===== src/rtl/pc_pkg.sv =====
// Shared types and constants for the SAP-2 program counter and its return stack.
// Latency: n/a (package only: op enum, strobe-priority resolver, default sizes).
// Backpressure: none; consumers are single-cycle control-path blocks.
package pc_pkg;

    // Default geometry used when the instantiating level does not override it.
    localparam int unsigned PC_ADDR_WIDTH_DEF  = 16;
    localparam int unsigned PC_STACK_DEPTH_DEF = 4;

    // One operation per cycle, selected from the microcode strobes.
    typedef enum logic [2:0] {
        PC_HOLD = 3'd0,
        PC_INC  = 3'd1,
        PC_LOAD = 3'd2,
        PC_CALL = 3'd3,
        PC_RET  = 3'd4
    } pc_op_e;

    // Strobe priority: load > call > ret > enable > hold. Lower-priority
    // strobes asserted alongside a higher one are simply dropped.
    function automatic pc_op_e pc_resolve_op(
        input logic load,
        input logic call,
        input logic ret,
        input logic enable
    );
        pc_op_e op;
        if (load) begin
            op = PC_LOAD;
        end else if (call) begin
            op = PC_CALL;
        end else if (ret) begin
            op = PC_RET;
        end else if (enable) begin
            op = PC_INC;
        end else begin
            op = PC_HOLD;
        end
        return op;
    endfunction

    // Depth pointer must be able to express 0..depth inclusive.
    function automatic int unsigned pc_ptr_width(input int unsigned depth);
        return $clog2(depth + 1);
    endfunction

endpackage


===== src/rtl/pc_return_stack.sv =====
// LIFO of return addresses: push writes above the top, pop exposes the entry below.
// Latency: 1 cycle (depth and top update on the clock edge after push/pop).
// Backpressure: push while full and pop while empty are ignored; caller flags errors.
//
// Ports:
//   clk, reset_n       clock, async active-low reset (clears depth only)
//   push, push_data    write push_data as the new top entry
//   pop                discard the top entry
//   top                current top entry (don't-care when empty)
//   full, empty        decoded from the registered depth pointer
module pc_return_stack
    import pc_pkg::*;
#(
    parameter int unsigned DATA_WIDTH = PC_ADDR_WIDTH_DEF,
    parameter int unsigned DEPTH      = PC_STACK_DEPTH_DEF
) (
    input  logic                  clk,
    input  logic                  reset_n,
    input  logic                  push,
    input  logic                  pop,
    input  logic [DATA_WIDTH-1:0] push_data,
    output logic [DATA_WIDTH-1:0] top,
    output logic                  full,
    output logic                  empty
);

    localparam int unsigned PTR_W = pc_ptr_width(DEPTH);

    logic [PTR_W-1:0]      depth_q;
    logic [PTR_W-1:0]      depth_d;
    logic [DATA_WIDTH-1:0] mem_q [DEPTH];
    logic                  do_push;
    logic                  do_pop;

    assign full  = (depth_q == PTR_W'(DEPTH));
    assign empty = (depth_q == '0);

    // Guard here as well so the stack can never be corrupted by a careless
    // caller; push wins if both ever arrive together.
    assign do_push = push & ~full;
    assign do_pop  = pop & ~empty & ~push;

    always_comb begin
        depth_d = depth_q;
        if (do_push) begin
            depth_d = depth_q + PTR_W'(1);
        end else if (do_pop) begin
            depth_d = depth_q - PTR_W'(1);
        end
    end

    always_ff @(posedge clk or negedge reset_n) begin
        if (!reset_n) begin
            depth_q <= '0;
        end else begin
            depth_q <= depth_d;
        end
    end

    // Entry storage is deliberately not reset: anything above the depth
    // pointer is don't-care, so clearing it buys nothing.
    always_ff @(posedge clk) begin
        for (int i = 0; i < DEPTH; i++) begin
            if (do_push && (depth_q == PTR_W'(i))) begin
                mem_q[i] <= push_data;
            end
        end
    end

    // Top of stack lives at index depth-1; a compare-select avoids an array
    // index whose width differs from the pointer width.
    always_comb begin
        top = '0;
        for (int i = 0; i < DEPTH; i++) begin
            if (depth_q == PTR_W'(i + 1)) begin
                top = mem_q[i];
            end
        end
    end

endmodule


===== src/rtl/program_counter_stack.sv =====
// SAP-2 program counter with increment, jump, and CALL/RET via a return stack.
// Latency: 1 cycle; every strobe shows on counter_out after the sampling edge.
// Backpressure: none; overflowing call / underflowing ret is dropped and sets sticky stack_err.
//
// Build option PC_STACK_EN: when defined, the return stack and call/ret are
// implemented; when undefined, call/ret act as hold, stack_empty=1,
// stack_full=0, stack_err=0, and no stack storage exists.
//
// Ports:
//   clk, reset_n           clock, async active-low reset
//   enable, load, call, ret  microcode strobes (priority load>call>ret>enable)
//   load_addr              jump/call target
//   counter_out            registered PC
//   stack_empty/full/err   return-stack status (err is sticky until reset)
module program_counter_stack
    import pc_pkg::*;
#(
    parameter int unsigned           ADDR_WIDTH   = PC_ADDR_WIDTH_DEF,
    parameter int unsigned           STACK_DEPTH  = PC_STACK_DEPTH_DEF,
    parameter logic [ADDR_WIDTH-1:0] RESET_VECTOR = '0
) (
    input  logic                  clk,
    input  logic                  reset_n,
    input  logic                  enable,
    input  logic                  load,
    input  logic                  call,
    input  logic                  ret,
    input  logic [ADDR_WIDTH-1:0] load_addr,
    output logic [ADDR_WIDTH-1:0] counter_out,
    output logic                  stack_empty,
    output logic                  stack_full,
    output logic                  stack_err
);

    pc_op_e                op;
    logic [ADDR_WIDTH-1:0] pc_q;
    logic [ADDR_WIDTH-1:0] pc_d;
    logic [ADDR_WIDTH-1:0] pc_inc;

    assign op          = pc_resolve_op(load, call, ret, enable);
    // Natural modulo-2^ADDR_WIDTH wrap: all-ones + 1 -> 0.
    assign pc_inc      = pc_q + ADDR_WIDTH'(1);
    assign counter_out = pc_q;

`ifdef PC_STACK_EN

    logic                  st_push;
    logic                  st_pop;
    logic                  st_full;
    logic                  st_empty;
    logic [ADDR_WIDTH-1:0] st_top;
    logic                  err_q;
    logic                  err_d;

    // The return address is PC+1 with the same wrap as a plain increment.
    assign st_push = (op == PC_CALL) && !st_full;
    assign st_pop  = (op == PC_RET) && !st_empty;

    pc_return_stack #(
        .DATA_WIDTH (ADDR_WIDTH),
        .DEPTH      (STACK_DEPTH)
    ) u_stack (
        .clk       (clk),
        .reset_n   (reset_n),
        .push      (st_push),
        .pop       (st_pop),
        .push_data (pc_inc),
        .top       (st_top),
        .full      (st_full),
        .empty     (st_empty)
    );

    // A rejected call/ret leaves the PC exactly where it was (no increment).
    always_comb begin
        pc_d  = pc_q;
        err_d = err_q;
        case (op)
            PC_INC:  pc_d = pc_inc;
            PC_LOAD: pc_d = load_addr;
            PC_CALL: begin
                if (st_full) begin
                    err_d = 1'b1;
                end else begin
                    pc_d = load_addr;
                end
            end
            PC_RET: begin
                if (st_empty) begin
                    err_d = 1'b1;
                end else begin
                    pc_d = st_top;
                end
            end
            default: pc_d = pc_q;
        endcase
    end

    always_ff @(posedge clk or negedge reset_n) begin
        if (!reset_n) begin
            err_q <= 1'b0;
        end else begin
            err_q <= err_d;
        end
    end

    assign stack_empty = st_empty;
    assign stack_full  = st_full;
    assign stack_err   = err_q;

`else

    // Without a stack, call and ret resolve to their own op and then do
    // nothing, so they still mask a simultaneous enable.
    always_comb begin
        pc_d = pc_q;
        case (op)
            PC_INC:  pc_d = pc_inc;
            PC_LOAD: pc_d = load_addr;
            default: pc_d = pc_q;
        endcase
    end

    assign stack_empty = 1'b1;
    assign stack_full  = 1'b0;
    assign stack_err   = 1'b0;

`endif

    always_ff @(posedge clk or negedge reset_n) begin
        if (!reset_n) begin
            pc_q <= RESET_VECTOR;
        end else begin
            pc_q <= pc_d;
        end
    end

endmodule


===== config.mk =====
export PLATFORM = sky130hd
export DESIGN_NAME = program_counter_stack
export DESIGN_NICKNAME = d
export VERILOG_FILES = /design/src/rtl/pc_pkg.sv /design/src/rtl/pc_return_stack.sv /design/src/rtl/program_counter_stack.sv
export SDC_FILE = /design/constraint.sdc
export NUM_CORES = 1
export LEC_CHECK = 0
export BUFFER_PORTS_ARGS = -buffer_cell sky130_fd_sc_hd__buf_2
export CORE_MARGIN = 4
export CORE_UTILIZATION = 50
export CTS_BUF_LIST = sky130_fd_sc_hd__clkbuf_16
export DETAILED_ROUTE_END_ITERATION = 12
export GPL_TIMING_DRIVEN = 1
export HOLD_SLACK_MARGIN = 0.1
export PLACE_DENSITY = 0.82
export SLEW_MARGIN = 20
export SYNTH_ARGS = -nofsm -noshare
export SYNTH_HDL_FRONTEND = slang
export SYNTH_HIERARCHICAL = 1
export SYNTH_SLANG_ARGS = --single-unit

===== constraint.sdc =====
create_clock -name clk -period 2.83 [get_ports clk]
set_input_delay 0.566 -clock clk [delete_from_list [all_inputs] [get_ports clk]]
set_output_delay 0.566 -clock clk [all_outputs]
set_load 0.01 [all_outputs]

== Word level (Yosys, flattened, before mapping) ==
Cells that the tools add are included.

* Add/sub/neg operators: 1
* Equal/unequal tests: 2
* Multiplexer cells: 5
* Reductions and logical operators: 1

{| class="wikitable"
|+ Operator list
! cell !! count
|-
| 16-bit one-hot mux with 2 select lines || 1
|-
| 16-bit by 1-bit adder with 16-bit output (second input constant) || 1
|-
| 3-bit 2-to-1 mux || 3
|-
| 3-bit by 1-bit == test with 1-bit output (second input constant) || 1
|-
| 3-bit by 2-bit == test with 1-bit output (second input constant) || 1
|-
| 2-bit nonzero test || 1
|-
| 1-bit 2-to-1 mux || 1
|}

* Register bits: 16
* Input port bits: 22
* Output and inout bits: 19
* Word-level logic and storage cells: 10

== Logic depth before layout (Yosys ltp) ==
* Depth in word-level cells: 6
* Gate-level depth with buffers: 5
* Gate-level depth less buffers: 5

== Worst setup path before layout ==
No wires, ideal clock.

* Path type: input to register
* From: input port ret
* To: register pc_q[9], in the netlist counter_out[9]
* Library setup time: 0.126 ns
* Data arrival time: 1.705 ns
* Required time: 2.704 ns
* Slack: 0.999 ns
* Stages: 4
* Buffers on the path: 0
* Path through: or3b_4 -> nor4_4 -> nor3_1 -> a221o_1

* Word-level cells in the longest chain between the ends: 5
* Elaborated cells between the ends (all ways): 7
* Classes of those cells: eq/ne: 2; mux: 4; reduce/logical: 1

{| class="wikitable"
|+ RTL lines
! item !! RTL line !! RTL
|-
| start, declared || program_counter_stack.sv:27 || <nowiki>input logic ret,</nowiki>
|-
| 3-bit 2-to-1 mux * || pc_pkg.sv:32 || <nowiki>end else if (ret) begin</nowiki>
|-
| 3-bit 2-to-1 mux * || pc_pkg.sv:30 || <nowiki>end else if (call) begin</nowiki>
|-
| 3-bit 2-to-1 mux * || pc_pkg.sv:28 || <nowiki>if (load) begin</nowiki>
|-
| 3-bit by 2-bit == test with 1-bit output / 3-bit by 1-bit == test with 1-bit output (equally long branches) || program_counter_stack.sv:116 || <nowiki>case (op)</nowiki>
|-
| 16-bit one-hot mux with 2 select lines / 2-bit nonzero test (equally long branches) || n/a ||
|-
| end signal, assigned || program_counter_stack.sv:133 || <nowiki>pc_q <= pc_d;</nowiki>
|-
| end, declared || program_counter_stack.sv:36 || <nowiki>logic [ADDR_WIDTH-1:0] pc_q;</nowiki>
|}

Every way passes the cells marked *; elsewhere a longest branch is shown, timed or not.
A chain may end at the register's enable or synchronous reset.

== Worst setup path in the final report ==
Ends and elaborated chain as after synthesis.

==> results.sh <==
export IMPL_outcome="finished, final reports clean"
export IMPL_route_met2_wl_mm=1.08
export IMPL_die_y_um=52.4
export IMPL_largest_reg_flops=16
export IMPL_yosys_warnings=6
export IMPL_rows=15
export IMPL_yosysTopAreaCell="dfrtp_1"
export IMPL_wl_met1_um=943
export IMPL_drive_gt1_share_pct=29.1
export IMPL_dpl_hpwl_mm=1.67
export IMPL_die_area_um2=2740
export IMPL_overflow=0
export IMPL_ys_types=24
export IMPL_top_layer_used="met4"
export IMPL_min_path_type="in2async"
export IMPL_startpoint_type="input port"
export IMPL_fmax_mhz=550
export IMPL_clock_path_buffers=2
export IMPL_slew_viol_final=0
export IMPL_antenna_found_initial=0
export IMPL_maxCapViolCount=0
export IMPL_powerDensity_nw_per_um2=548
export IMPL_p_total_uw=682
export IMPL_core_area_um2=1800
export IMPL_numPortBuffers=37
export IMPL_antenna_cells=0
export IMPL_slew_headroom_pct=62.3
export IMPL_drc=0
export IMPL_cts_root_buf="clkbuf_16"
export IMPL_power_leakage_nw=0.551
export IMPL_syn_area_um2=985
export IMPL_via_count=910
export IMPL_worstSetupEndpointType="flop"
export IMPL_ios=41
export IMPL_ff2ff_path_depth=5
export IMPL_final_nets=172
export IMPL_grt_pass1_vias=829
export IMPL_synth_cells=113
export IMPL_ys_seq_area_share_pct=40.7
export IMPL_cts_tree="yes"
export IMPL_die_x_um=52.4
export IMPL_cts_made_buffers=3
export IMPL_arrival_ns=1.94
export IMPL_htreeDepth=1
export IMPL_cts_setup_buffers=0
export IMPL_fin_crit_ns=1.82
export IMPL_grt_pass1_wl_mm=3.66
export IMPL_drt_antenna_violating_nets=0
export IMPL_vias_per_cell=5.26
export IMPL_hold_viol=0
export IMPL_most_common_layout_cells="buf_2 (37), nand2_1 (20), dfrtp_1 (16)"
export IMPL_firstDrtPassIters=4
export IMPL_rsz0062_at_grt="no"
export IMPL_synthTopCellsByArea="dfrtp_1 (41%), nand2_1 (7.6%), xnor2_1 (6.2%), mux2i_1 (5.1%), nor4_1 (3.8%)"
export IMPL_area_growth_pct=26.6
export IMPL_clk_pin_slew_ns=0.05
export IMPL_ctsHoldBuffers=0
export IMPL_avgSynthCellArea_um2=8.71
export IMPL_postCtsResizedCells=0
export IMPL_routed_wl_mm=2.21
export IMPL_grt_use_total_pct=18.1
export IMPL_routedWlPerCell_um=12.8
export IMPL_critPathMaxFanout=5
export IMPL_final_common_cell="buf_2"
export IMPL_yosysTopAreaCellShare_pct=40.7
export IMPL_wl_met3_um=176
export IMPL_fill_cells=155
export IMPL_grt_max_degree=38
export IMPL_insertion_delay_ns=0.24
export IMPL_max_vdd_ir_drop_v=0.000303
export IMPL_drtIter0Drc=27
export IMPL_setup_viol=0
export IMPL_finClkSkew_ns=0.00333
export IMPL_worst_pin_slew_ns=0.566
export IMPL_gp_congestion=0.769
export IMPL_fin_crit_sh_pct=64.2
export IMPL_hold_ws_ns=0.230
export IMPL_fin_setup_tns_ns=0
export IMPL_ys_seq_elements=16
export IMPL_cp_required_ns=2.95
export IMPL_crit_type="in2reg"
export IMPL_start_util_pct=54.7
export IMPL_cts_sinks=16
worst paths after layout:
path / start / end / slack (ns)
worst min-delay path: reset_n / counter_out[3]$_DFFE_PN0P_ / 0.23
max in group asynchronous: reset_n / counter_out[9]$_DFFE_PN0P_ / 2.34
worst min register to register: counter_out[12]$_DFFE_PN0P_ / counter_out[12]$_DFFE_PN0P_ / 0.61
worst max-delay path: ret / counter_out[9]$_DFFE_PN0P_ / 1.01
worst max register to register: counter_out[0]$_DFFE_PN0P_ / counter_out[14]$_DFFE_PN0P_ / 1.03
min in group clk: load_addr[1] / counter_out[1]$_DFFE_PN0P_ / 0.53
logic make-up after synthesis:
kind of cell	count (synthesis)	share of synthesized area, %
adder cells (fa/ha/maj)	1	1.27
flip-flops	16	40.7
XOR/XNOR	10	8.90
AND/OR/NAND/NOR	52	28.8
AO/OA/AOI/OAI	16	9.15
multiplexers	5	5.08
buffers and inverters	11	5.34
other	2	0.763
synth_stat cells:
library cell,number
nand3_1,7
conb_1,2
mux2i_1,5
nand4bb_1,1
dfrtp_1,16
nor2_1,3
nor2b_1,3
or3b_4,1
o21ai_0,7
xor2_1,3
a22oi_1,2
nor3b_2,1
o21ai_1,6
clkbuf_1,4
inv_1,4
a221o_1,1
nor3_1,5
xnor2_1,7
nand4_1,4
nor4_4,1
nor4_1,6
ha_1,1
buf_4,3
nand2_1,20
metrics by stage:
step | instances | setup WS [ns] | instance area, um2 | util, %
after global placement | 169 | 0.817 | 1170 | 64.8
after detailed placement | 169 | 0.753 | 1170 | 64.8
after global routing | 173 | 0.824 | 1250 | 69.2
after floorplan | 114 | 0.999 | 988 | -
final | 173 | 1.01 | 1250 | 69.2
after CTS | 173 | 1.01 | 1250 | 69.2
critical path, cell delays in order:
cell and delay (ns):
buf_2 0.12, or3b_4 0.42, nor4_4 0.46, nor3_1 0.08
a221o_1 0.29
per-layer routing:
metal | global-route usage [%] | vias up
li1 | - | 458
met1 | 21.2 | 411
met2 | 31.6 | 39
met3 | 5.41 | 2
met4 | 5.11 | 0
met5 | 0 | -
power breakdown:
group          switching [mW]  internal [mW]  leakage (nW)
combinational          0.0677         0.0569         0.323
clock                  0.0862          0.187        0.0385
sequential             0.0316          0.253         0.190
cell type report:
cell class | count | area [um2] | area share, %
Clock inverter | 1 | 3.75 | 0.301
Inverter | 4 | 15.0 | 1.20
Timing Repair Buffer | 37 | 185 | 14.9
Sequential cell | 16 | 400 | 32.1
Clock buffer | 3 | 75.1 | 6.02
Multi-Input combinational cell | 87 | 536 | 43.0
Tap cell | 25 | 31.3 | 2.51
Note: power is estimated with default switching activity, not from simulation.
